--- src/rtl/mux_serializer_pkg.sv ---
`default_nettype none
// ============================================================================
//  Module  : mux_ser_pkg
//  Brief   : Shared types, defaults and index helpers for the mux serializer.
//  Revision: 1.0 - initial release
// ============================================================================
package mux_ser_pkg;

    localparam int DEF_WIDTH = 16;
    localparam int DEF_SEL_W = 4;

    typedef enum logic [1:0] {
        IDLE    = 2'd0,
        SETTLE  = 2'd1,
        PRESENT = 2'd2
    } state_t;

    // Select index presented first for a word.
    function automatic int first_index(input bit msb_first, input int width);
        return msb_first ? (width - 1) : 0;
    endfunction

    // Select index presented last for a word; the counter stops here.
    function automatic int final_index(input bit msb_first, input int width);
        return msb_first ? 0 : (width - 1);
    endfunction

endpackage
`default_nettype wire

--- src/rtl/mux_serializer_sel_counter.sv ---
`default_nettype none
// ============================================================================
//  Module  : mux_sel_counter
//  Brief   : Select counter for the serializer. Loads the first index, steps
//            up or down one index per request and saturates at the final one.
//  Revision: 1.0 - initial release
// ============================================================================
module mux_sel_counter #(
    parameter int          SEL_W = 4,
    parameter int unsigned FIRST = 0,
    parameter int unsigned FINAL = 15,
    parameter bit          DOWN  = 1'b0
) (
    input  logic             clk,
    input  logic             rst,
    input  logic             load,
    input  logic             step,
    output logic [SEL_W-1:0] count,
    output logic             at_final
);

    localparam logic [SEL_W-1:0] c_FIRST = SEL_W'(FIRST);
    localparam logic [SEL_W-1:0] c_FINAL = SEL_W'(FINAL);
    localparam logic [SEL_W-1:0] c_ONE   = {{(SEL_W-1){1'b0}}, 1'b1};

    logic [SEL_W-1:0] r_count;

    // Load wins over step; a step at the final index is ignored so the
    // select never wraps within a word.
    always_ff @(posedge clk) begin
        if (rst) begin
            r_count <= '0;
        end else if (load) begin
            r_count <= c_FIRST;
        end else if (step && (r_count != c_FINAL)) begin
            r_count <= DOWN ? (r_count - c_ONE) : (r_count + c_ONE);
        end
    end

    assign count    = r_count;
    assign at_final = (r_count == c_FINAL);

endmodule
`default_nettype wire

--- src/rtl/mux_serializer.sv ---
`default_nettype none
// ============================================================================
//  Module  : mux_serializer
//  Brief   : Drives a held word onto an external 16-to-1 mux, walks the select
//            through every index, samples the mux output one bit per index
//            onto a valid/ready serial stream and flags any mux fault.
//  Revision: 1.0 - initial release
// ============================================================================
module mux_serializer
    import mux_ser_pkg::*;
#(
    parameter int WIDTH     = DEF_WIDTH,
    parameter int SEL_W     = DEF_SEL_W,   // must equal log2(WIDTH)
    parameter bit MSB_FIRST = 1'b0
) (
    input  logic             clk,
    input  logic             rst,
    input  logic             load_valid,
    output logic             load_ready,
    input  logic [WIDTH-1:0] load_data,
    output logic [WIDTH-1:0] mux_a,
    output logic [SEL_W-1:0] mux_s,
    input  logic             mux_f,
    output logic             ser_valid,
    input  logic             ser_ready,
    output logic             ser_bit,
    output logic             ser_last,
    output logic             busy,
    output logic             err
);

    localparam int unsigned c_FIRST_IDX = first_index(MSB_FIRST, WIDTH);
    localparam int unsigned c_FINAL_IDX = final_index(MSB_FIRST, WIDTH);

    state_t           r_state;
    state_t           w_state_next;
    logic             w_accept;
    logic             w_sample;
    logic             w_handshake;
    logic             w_step;
    logic             w_at_final;
    logic [SEL_W-1:0] w_mux_s;

    logic [WIDTH-1:0] r_mux_a;
    logic             r_ser_valid;
    logic             r_ser_bit;
    logic             r_ser_last;
    logic             r_err;

    // State register.
    always_ff @(posedge clk) begin
        if (rst) begin
            r_state <= IDLE;
        end else begin
            r_state <= w_state_next;
        end
    end

    // Next-state logic and per-cycle control strobes.
    always_comb begin
        w_state_next = r_state;
        w_accept     = 1'b0;
        w_sample     = 1'b0;
        w_handshake  = 1'b0;
        case (r_state)
            IDLE: begin
                if (load_valid) begin
                    w_accept     = 1'b1;
                    w_state_next = SETTLE;
                end
            end
            SETTLE: begin
                // One cycle lets the mux output settle on the new select.
                w_sample     = 1'b1;
                w_state_next = PRESENT;
            end
            PRESENT: begin
                if (r_ser_valid && ser_ready) begin
                    w_handshake  = 1'b1;
                    w_state_next = r_ser_last ? IDLE : SETTLE;
                end
            end
            default: begin
                w_state_next = IDLE;
            end
        endcase
    end

    assign w_step = w_handshake && !r_ser_last;

    mux_sel_counter #(
        .SEL_W (SEL_W),
        .FIRST (c_FIRST_IDX),
        .FINAL (c_FINAL_IDX),
        .DOWN  (MSB_FIRST)
    ) u_sel_counter (
        .clk      (clk),
        .rst      (rst),
        .load     (w_accept),
        .step     (w_step),
        .count    (w_mux_s),
        .at_final (w_at_final)
    );

    // Word capture, bit sampling, self-check and serial output registers.
    always_ff @(posedge clk) begin
        if (rst) begin
            r_mux_a     <= '0;
            r_ser_valid <= 1'b0;
            r_ser_bit   <= 1'b0;
            r_ser_last  <= 1'b0;
            r_err       <= 1'b0;
        end else begin
            if (w_accept) begin
                r_mux_a <= load_data;
                r_err   <= 1'b0;
            end
            if (w_sample) begin
                r_ser_bit   <= mux_f;
                r_ser_valid <= 1'b1;
                r_ser_last  <= w_at_final;
                if (mux_f != r_mux_a[w_mux_s]) begin
                    r_err <= 1'b1;
                end
            end
            if (w_handshake) begin
                r_ser_valid <= 1'b0;
            end
        end
    end

    assign load_ready = (r_state == IDLE);
    assign busy       = (r_state != IDLE);
    assign mux_a      = r_mux_a;
    assign mux_s      = w_mux_s;
    assign ser_valid  = r_ser_valid;
    assign ser_bit    = r_ser_bit;
    assign ser_last   = r_ser_last;
    assign err        = r_err;

endmodule
`default_nettype wire

--- config.mk ---
export PLATFORM = sky130hd
export DESIGN_NAME = mux_serializer
export DESIGN_NICKNAME = d
export VERILOG_FILES = /design/src/rtl/mux_serializer_pkg.sv /design/src/rtl/mux_serializer_sel_counter.sv /design/src/rtl/mux_serializer.sv
export SDC_FILE = /design/constraint.sdc
export NUM_CORES = 1
export LEC_CHECK = 0
export BUFFER_PORTS_ARGS = -buffer_cell sky130_fd_sc_hd__buf_2
export CORE_MARGIN = 2
export CORE_UTILIZATION = 45
export CTS_CLUSTER_SIZE = 30
export DETAILED_ROUTE_END_ITERATION = 8
export PLACE_DENSITY = 0.75
export SLEW_MARGIN = 0
export SYNTH_ARGS = -nofsm -noshare
export SYNTH_HDL_FRONTEND = slang
export SYNTH_SLANG_ARGS = --single-unit
--- constraint.sdc ---
create_clock -name clk -period 2.99 [get_ports clk]
set_input_delay 0.598 -clock clk [delete_from_list [all_inputs] [get_ports clk]]
set_output_delay 0.598 -clock clk [all_outputs]
set_load 0.1 [all_outputs]
==> impl_metrics.tcl, run 1 <==
set metrics [dict create \
    timing.fmax_mhz 508 \
    cp_slowest_cell "dfxtp_1" \
    drt-met1-wl_mm 1.12 \
    finalPower_uw 875 \
    synthAdderAreaFrac_pct 1.08 \
    worstReg2RegStart "u_sel_counter.count[1]" \
    yosysSeqAreaShare_pct 44.9 \
    wl_per_cell_um 12.5 \
    htreeDepth 1 \
    area_delta_synth_final_pct 25.6 \
    fin_crit_sh_pct 65.8 \
    clk_latency_ps 330 \
    wl_mm 2.58 \
    required_ps 2390 \
    topRoutingLayerUsed "met4" \
    cts.sink_count 26 \
    crit_buf_inv 1 \
    whs_path_depth 2 \
    start_util_pct 47.2 \
    synth.top_cell.area_share_pct 44.9 \
    place_congestion 0.772 \
    internal_power_uw 551 \
    ys_async_sr_fraction_pct 0 \
    final_util_pct 59.3 \
    drive_gt1_share_pct 32.8 \
    finClkSkew_ps 9.53 \
    grt_start_max_net_pins 26 \
    outcome "complete, no violations" \
    tightest_slew_ps 512 \
    clk_path_buf_depth 2 \
    drt_iter0_drc 22 \
    min_from "ser_ready" \
    ir_drop_v 0.000357 \
    setup_viol 0 \
    route.detailed.drc 0 \
    synth_top_area_cell "dfxtp_1" \
    wl_met2_mm 1.31 \
    cp_top_family "flip-flops" \
    maxCapViolCount 0 \
    worstRegToRegCells 4 \
    synth_simple_gate_area_share_pct 25.9 \
    cts-buffers-inserted 3 \
    synthTopCellsByArea "dfxtp_1 (45%), nand2_1 (12%), a21oi_1 (8.2%)" \
    yosysMostFrequentCell "nand2_1" \
    synth_top_family_by_area "simple AND/OR/NAND/NOR gates" \
    rsz0062_at_grt "no" \
    p_sw_uw 324 \
    rr_endpoint "err" \
    port_buffers 46 \
    hold_viol 0 \
    p_sw_share_pct 37.0 \
    via_per_inst 5.17 \
    ys_ff_latch 26 \
    synth_compound_gate_area_share_pct 12.3 \
    die_h_um 54.7 \
    fin_ws_ps 1020 \
    syn_area_per_cell_sq_um 8.71 \
    first_pass_iters 4 \
    netlist_area_sq_mm 0.00116 \
    die_x_um 54.7 \
    min_path_type "primary input to register" \
    io_pins 47 \
    wl_met3_um 117 \
    die_area_sq_mm 0.00300 \
    grt_pass1_vias 965 \
    tns_ps 0 \
    path_cells "buf_2" \
    comb_power_share_pct 28.7 \
    nFillCells 229 \
    period_minus_slack_ps 1970 \
    post_cts.repair.setup_buffers 0 \
    coreArea_sq_mm 0.00245 \
    final_max_slew_viol_count 0 \
    synth_edf_count 0 \
    leakage_uw 0.000675 \
    endpoint_kind "output pin" \
    num_rows 18 \
    p_per_area_mw_per_mm2 601 \
    syn_nets 155 \
    nNetsFinal 200 \
    antenna_found_initial 0 \
    synth_flop_cell "dfxtp_1" \
    power_frac_seq_pct 43.6 \
    grt_first_pass_wirelength_mm 4.20 \
    cts_hold_buf 0 \
    cts_resized 0 \
    reg2reg_slack_ps 1320 \
    synth_warnings 0 \
    final_antenna_net_count 0 \
    synth_commonest_cells "nand2_1 (37), dfxtp_1 (26), a21oi_1 (19), nor2_1 (8)" \
    cts_tree "done" \
    crit_path_max_incr_delay_ps 540 \
    diodes 0 \
    hold_end "ser_valid" \
    hpwlAfterDp_mm 1.99 \
    cp.arrival_ps 1370 \
    track_usage_pct 19.4 \
    p_clk_share_pct 27.7 \
    path_clk_slew_ps 150 \
    grt-ovfl-total 0 \
    synth_xor_area_share_pct 1.51 \
    cp-start-kind "register" \
    via_count 1071 \
    critPathMaxFanout 8 \
    slew_headroom_pct 65.8 \
    worstSetupPathType "register to output pin" \
    ctsRootBufferMaster "clkbuf_4" \
    synthMuxAreaShare_pct 11.0 \
    preCtsSetupSlack_ps 1370 \
    synth_cell_types 30 \
    postSynthCellCount 133 \
]
layout make-up:
cell class,count,area (sq um),area share (%)
Sequential cell,26,520,35.8
Timing Repair Buffer,47,238,16.3
Inverter,1,3.75,0.258
Tap cell,30,37.5,2.58
Clock inverter,1,30.0,2.06
Clock buffer,3,22.5,1.55
Multi-Input combinational cell,99,603,41.4
through the flow:
step / cells / hold slack (ps) / area, sq um
6_report: 207 / 460 / 1460
5_1_grt: 207 / 463 / 1460
4_1_cts: 207 / 455 / 1460
3_5_place_dp: 203 / 461 / 1400
3_3_place_gp: 203 / 442 / 1400
2_1_floorplan: 133 / 521 / 1160
cells in the final DEF (no fill, tap or decap), types with 3 or more instances in the layout:
master    count
mux2i_1       3
dfxtp_1      26
buf_2        46
clkbuf_4      3
nand2_1      37
nand3_1       5
a21oi_1      19
nor2_1        7
kinds of logic (layout without fill, tap and decap cells):
logic type | Yosys count | count (layout)
buffers and inverters | 8 | 52
AO/OA/AOI/OAI | 25 | 25
AND/OR/NAND/NOR | 64 | 64
XOR/XNOR | 2 | 2
adder cells (fa/ha/maj) | 1 | 1
flip-flops | 26 | 26
multiplexers | 7 | 7
state kept, by name (all words and copies together), names as in the netlist:
register and flops:
mux_a 16, u_sel_counter.count 4, r_state 2, err 1, ser_bit 1, ser_last 1
ser_valid 1
layer usage:
metal  vias to the layer above  track usage, %
li1                        544               -
met1                       497            24.7
met2                        26            32.5
met3                         4            2.46
met4                         0            8.75
met5                         -               0
power by group through the flow:
stage	Combinational, uW	Clock, uW	Sequential [uW]
2_1_floorplan	81.6	0	511
3_3_place_gp	248	0	389
3_5_place_dp	251	0	390
4_1_cts	252	246	382
5_1_grt	265	262	385
6_report	251	242	382
worst max path at each step:
stage                                       from                      to  slack (ps)  cells after the start
after floorplan                       r_state[1]                    busy         470                      2
after global placement    u_sel_counter.count[1]                     err        1380                      4
after detailed placement              load_valid  u_sel_counter.count[2]        1370                      5
after CTS                 u_sel_counter.count[3]                mux_s[3]        1000                      1
after global routing      u_sel_counter.count[3]                mux_s[3]         950                      1
final                     u_sel_counter.count[3]                mux_s[3]        1020                      1
(Power assumes the default switching activity.)
==> run 2, diff against run 1 <==
- clock period: 2.99 -> 2.05 ns (I/O delays scaled with it)
==> run 2 against run 1 <==
Effect of this change: sequential cell count is the same; final area grew 0.60%; critical path depth grew 2; clock-buffer cell count is the same; hold slack lost 180 ps; largest cell class unchanged; largest power group unchanged.
==> impl_metrics.tcl, run 2 (synthesis gave the netlist of run 1 again) <==
set metrics [dict create \
    comb_power_share_pct 28.8 \
    die_area_sq_mm 0.00300 \
    worstReg2RegStart "u_sel_counter.count[3]" \
    cts.sink_count 26 \
    io_pins 47 \
    path_cells "nor2_4, inv_1, buf_2" \
    outcome "complete, no violations" \
    num_rows 18 \
    nNetsFinal 200 \
    post_cts.repair.setup_buffers 0 \
    crit_buf_inv 2 \
    worstSetupPathType "register to output pin" \
    grt_pass1_vias 942 \
    tns_ps 0 \
    place_congestion 0.828 \
    final_antenna_net_count 0 \
    htreeDepth 1 \
    ir_drop_v 0.000687 \
    antenna_found_initial 0 \
    p_sw_uw 475 \
    hold_end "ser_valid" \
    hpwlAfterDp_mm 2.14 \
    rsz0062_at_grt "no" \
    worstRegToRegCells 4 \
    nFillCells 238 \
    cts_hold_buf 0 \
    period_minus_slack_ps 1760 \
    fin_crit_sh_pct 85.8 \
    die_x_um 54.7 \
    grt-ovfl-total 0 \
    p_sw_share_pct 37.1 \
    min_from "ser_ready" \
    grt_start_max_net_pins 26 \
    setup_viol 0 \
    finClkSkew_ps 5.67 \
    first_pass_iters 4 \
    cp_slowest_cell "dfxtp_1" \
    coreArea_sq_mm 0.00245 \
    tightest_slew_ps 518 \
    cts-buffers-inserted 3 \
    path_clk_slew_ps 140 \
    critPathMaxFanout 6 \
    start_util_pct 47.2 \
    area_delta_synth_final_pct 26.3 \
    slew_headroom_pct 65.4 \
    diodes 0 \
    hold_viol 0 \
    required_ps 1640 \
    p_clk_share_pct 27.5 \
    internal_power_uw 804 \
    crit_path_max_incr_delay_ps 490 \
    reg2reg_slack_ps 510 \
    route.detailed.drc 0 \
    leakage_uw 0.000678 \
    drt_iter0_drc 12 \
    final_max_slew_viol_count 0 \
    clk_path_buf_depth 2 \
    largest_register_ffs 16 \
    hold-worst-slack_ps 278 \
    mostFrequentLayoutCells "buf_2 (46), nand2_1 (37), dfxtp_1 (23)" \
    cp_top_family "flip-flops" \
    endpoint_kind "output pin" \
    wl_mm 2.80 \
    via_per_inst 5.37 \
    power_frac_seq_pct 43.8 \
    clk_latency_ps 320 \
    whs_path_depth 2 \
    wl_per_cell_um 13.5 \
    rr_endpoint "err" \
    timing.fmax_mhz 568 \
    port_buffers 46 \
    via_count 1111 \
    cp-start-kind "register" \
    grt_first_pass_wirelength_mm 4.35 \
    cts_resized 0 \
    p_per_area_mw_per_mm2 873 \
    layout_commonest_cell "buf_2" \
    min_path_type "primary input to register" \
    cp.arrival_ps 1350 \
    ctsRootBufferMaster "clkbuf_4" \
    cts_tree "done" \
    drive_gt1_share_pct 34.5 \
    die_h_um 54.7 \
    track_usage_pct 20.3 \
    maxCapViolCount 0 \
]
[run 2: cell counts in the layout (fill, tap and decap cells not counted)]
No cell type changed its count.
[run 2: worst max path at each step]
stage                     endpoint  slack, ps                   start  cells after the start
final                         busy        290              r_state[1]                      3
after global routing          busy        240              r_state[1]                      3
after CTS                     busy        280              r_state[1]                      3
after detailed placement       err        540  u_sel_counter.count[3]                      4
after global placement         err        610  u_sel_counter.count[1]                      4
after floorplan                err         80               mux_a[11]                      4
[run 2: layout make-up]
class	count	area (sq um)	share of cell area (%)
clock buffer	3	22.5	1.54
clock inverter	1	30.0	2.05
inverter	1	3.75	0.256
multi-input combinational	99	608	41.5
sequential	26	524	35.8
tap	30	37.5	2.56
timing repair buffer	47	238	16.2
[run 2: per-layer routing]
metal	vias to the layer above	GRT usage, %	wire length (um)
met5	-	0	0
met3	4	6.28	149
met4	0	3.75	27
li1	549	-	-
met1	523	26.5	1210
met2	35	32.9	1410
[run 2: power groups by stage]
stage	registers [uW]	logic [uW]	clock network [uW]
after global placement	570	364	0
after detailed placement	571	369	0
after global routing	564	386	374
final	560	368	351
after CTS	560	369	358
after floorplan	747	120	0
[run 2: per-stage QoR]
stage | instance area (sq um) | worst slack [ps] | std cells | total power [uW] | utilization [%]
floorplan | 1170 | 84.6 | 133 | 867 | -
global placement | 1410 | 614 | 203 | 934 | 57.5
detailed placement | 1410 | 541 | 203 | 939 | 57.5
CTS | 1460 | 279 | 207 | 1290 | 59.6
global route | 1460 | 237 | 207 | 1320 | 59.6
finish | 1460 | 291 | 207 | 1280 | 59.6
==> run 3, diff against run 2 <==
- CELL_PAD_IN_SITES_DETAIL_PLACEMENT: not set -> 0
- CELL_PAD_IN_SITES_GLOBAL_PLACEMENT: not set -> 2
- CORE_UTILIZATION: 45 -> 26
- PLACE_DENSITY: 0.75 -> not set
- PLACE_DENSITY_LB_ADDON: not set -> 0.1
==> run 3 against run 2 <==
Effect of this change: global-route usage shrank 7.0 points; largest cell class unchanged; final cell count grew 11%; highest routed layer unchanged; hold slack gained 61 ps; non-clock buffer count unchanged; via count is 3.8% lower; clock power decreased by 3%; total power decreased by 0.63%.
==> impl_metrics.tcl, run 3 (synthesis gave the netlist of run 1 again) <==
set metrics [dict create \
    p_sw_uw 493 \
    finClkSkew_ps 3.12 \
    die_h_um 70.8 \
    worstSetupPathType "register to output pin" \
    hold-worst-slack_ps 339 \
    crit_start "r_state[1]" \
    cts_resized 0 \
    hold_viol 0 \
    path_clk_slew_ps 90 \
    final_max_slew_viol_count 0 \
    outcome "complete, no violations" \
    die_x_um 70.8 \
    htreeDepth 1 \
    crit_buf_inv 2 \
    grt-ovfl-total 0 \
    critPathMaxFanout 6 \
    worstRegToRegCells 4 \
    route.detailed.drc 0 \
    maxCapViolCount 0 \
    io_pins 47 \
    cts_hold_buf 0 \
    nNetsFinal 200 \
    post_cts.repair.setup_buffers 0 \
    antenna_found_initial 0 \
    preCtsSetupSlack_ps 481 \
    fin_ws_ps 352 \
    via_count 1069 \
    first_pass_iters 4 \
    timing.fmax_mhz 589 \
    cts.sink_count 26 \
    leakage_uw 0.000679 \
    num_rows 24 \
    cts_tree "done" \
    diodes 0 \
    area_delta_synth_final_pct 28.9 \
    mostFrequentLayoutCells "buf_2 (46), nand2_1 (37), dfxtp_1 (23)" \
    ctsRootBufferMaster "clkbuf_8" \
    cp_top_family "flip-flops" \
    wl_mm 3.12 \
    min_path_type "primary input to register" \
    dp.cells 225 \
    comb_power_share_pct 29.2 \
    endpoint_kind "output pin" \
    power_frac_seq_pct 43.8 \
    track_usage_pct 13.3 \
    cp_num_cells 3 \
    layout_commonest_cell "buf_2" \
    grt_pass1_vias 1045 \
    cp_slowest_cell "dfxtp_1" \
    setup.worst_path.end "busy" \
    crit_path_max_incr_delay_ps 480 \
    required_ps 1640 \
    clk_path_buf_depth 2 \
    drt_iter0_drc 32 \
    via_per_inst 4.67 \
    p_sw_share_pct 38.8 \
    fin_crit_sh_pct 82.8 \
    finalPower_uw 1270 \
    grt_start_max_net_pins 26 \
    period_minus_slack_ps 1700 \
    place_congestion 0.689 \
    final_antenna_net_count 0 \
    wl_per_cell_um 13.6 \
    tightest_slew_ps 596 \
    largest_register_ffs 16 \
    grt_first_pass_wirelength_mm 5.20 \
    setup_viol 0 \
    worstReg2RegStart "u_sel_counter.count[1]" \
    tns_ps 0 \
    die_area_sq_mm 0.00501 \
    p_clk_share_pct 26.9 \
    reg2reg_slack_ps 450 \
    coreArea_sq_mm 0.00432 \
    port_buffers 46 \
    slew_headroom_pct 60.1 \
    rsz0062_at_grt "no" \
    p_per_area_mw_per_mm2 851 \
    cp-start-kind "register" \
    cts-buffers-inserted 3 \
    hpwlAfterDp_mm 2.32 \
    fin_cells 229 \
    drive_gt1_share_pct 34.5 \
    clk_latency_ps 270 \
    start_util_pct 26.8 \
    ir_drop_v 0.000360 \
    rr_endpoint "err" \
    path_cells "nor2_4, inv_1, buf_2" \
    cp.arrival_ps 1290 \
    internal_power_uw 778 \
]
[run 3: cell types whose count changed in the layout (fill, tap and decap cells not counted), sizes merged]
cell    change
clkbuf      +1
bufinv      -1
[run 3: metrics by stage]
step | utilization (%) | area [sq um]
6_report | 34.5 | 1490
5_1_grt | 34.5 | 1490
4_1_cts | 34.5 | 1490
3_5_place_dp | 33.3 | 1440
3_3_place_gp | 33.3 | 1440
2_1_floorplan | - | 1170
[run 3: power groups by stage]
stage	registers, uW	logic (uW)	clock network (uW)
2_1_floorplan	747	120	0
3_3_place_gp	569	373	0
3_5_place_dp	570	374	0
4_1_cts	558	375	355
5_1_grt	562	391	376
6_report	557	371	342
[run 3: area by class of cell]
cell class,instances,area [sq um]
sequential,26,524
timing repair buffer,47,238
inverter,1,3.75
fill,474,2830
multi-input combinational,99,608
tap,52,65.1
clock buffer,4,55.1
[run 3: worst min-delay path by stage]
stage / startpoint / end / depth (start not counted)
2_1_floorplan: ser_ready / ser_valid / 1
3_3_place_gp: ser_bit / ser_bit / 2
3_5_place_dp: ser_bit / ser_bit / 2
4_1_cts: ser_ready / ser_valid / 2
5_1_grt: ser_ready / ser_valid / 2
6_report: ser_ready / ser_valid / 2
[run 3: metal layers]
layer / routed length (um) / global-route usage (%) / vias to the layer above
met5: 0 / 0 / -
met4: 49 / 5.03 / 0
met2: 1420 / 20.7 / 31
met1: 1470 / 18.0 / 490
met3: 181 / 3.13 / 5
li1: - / - / 543
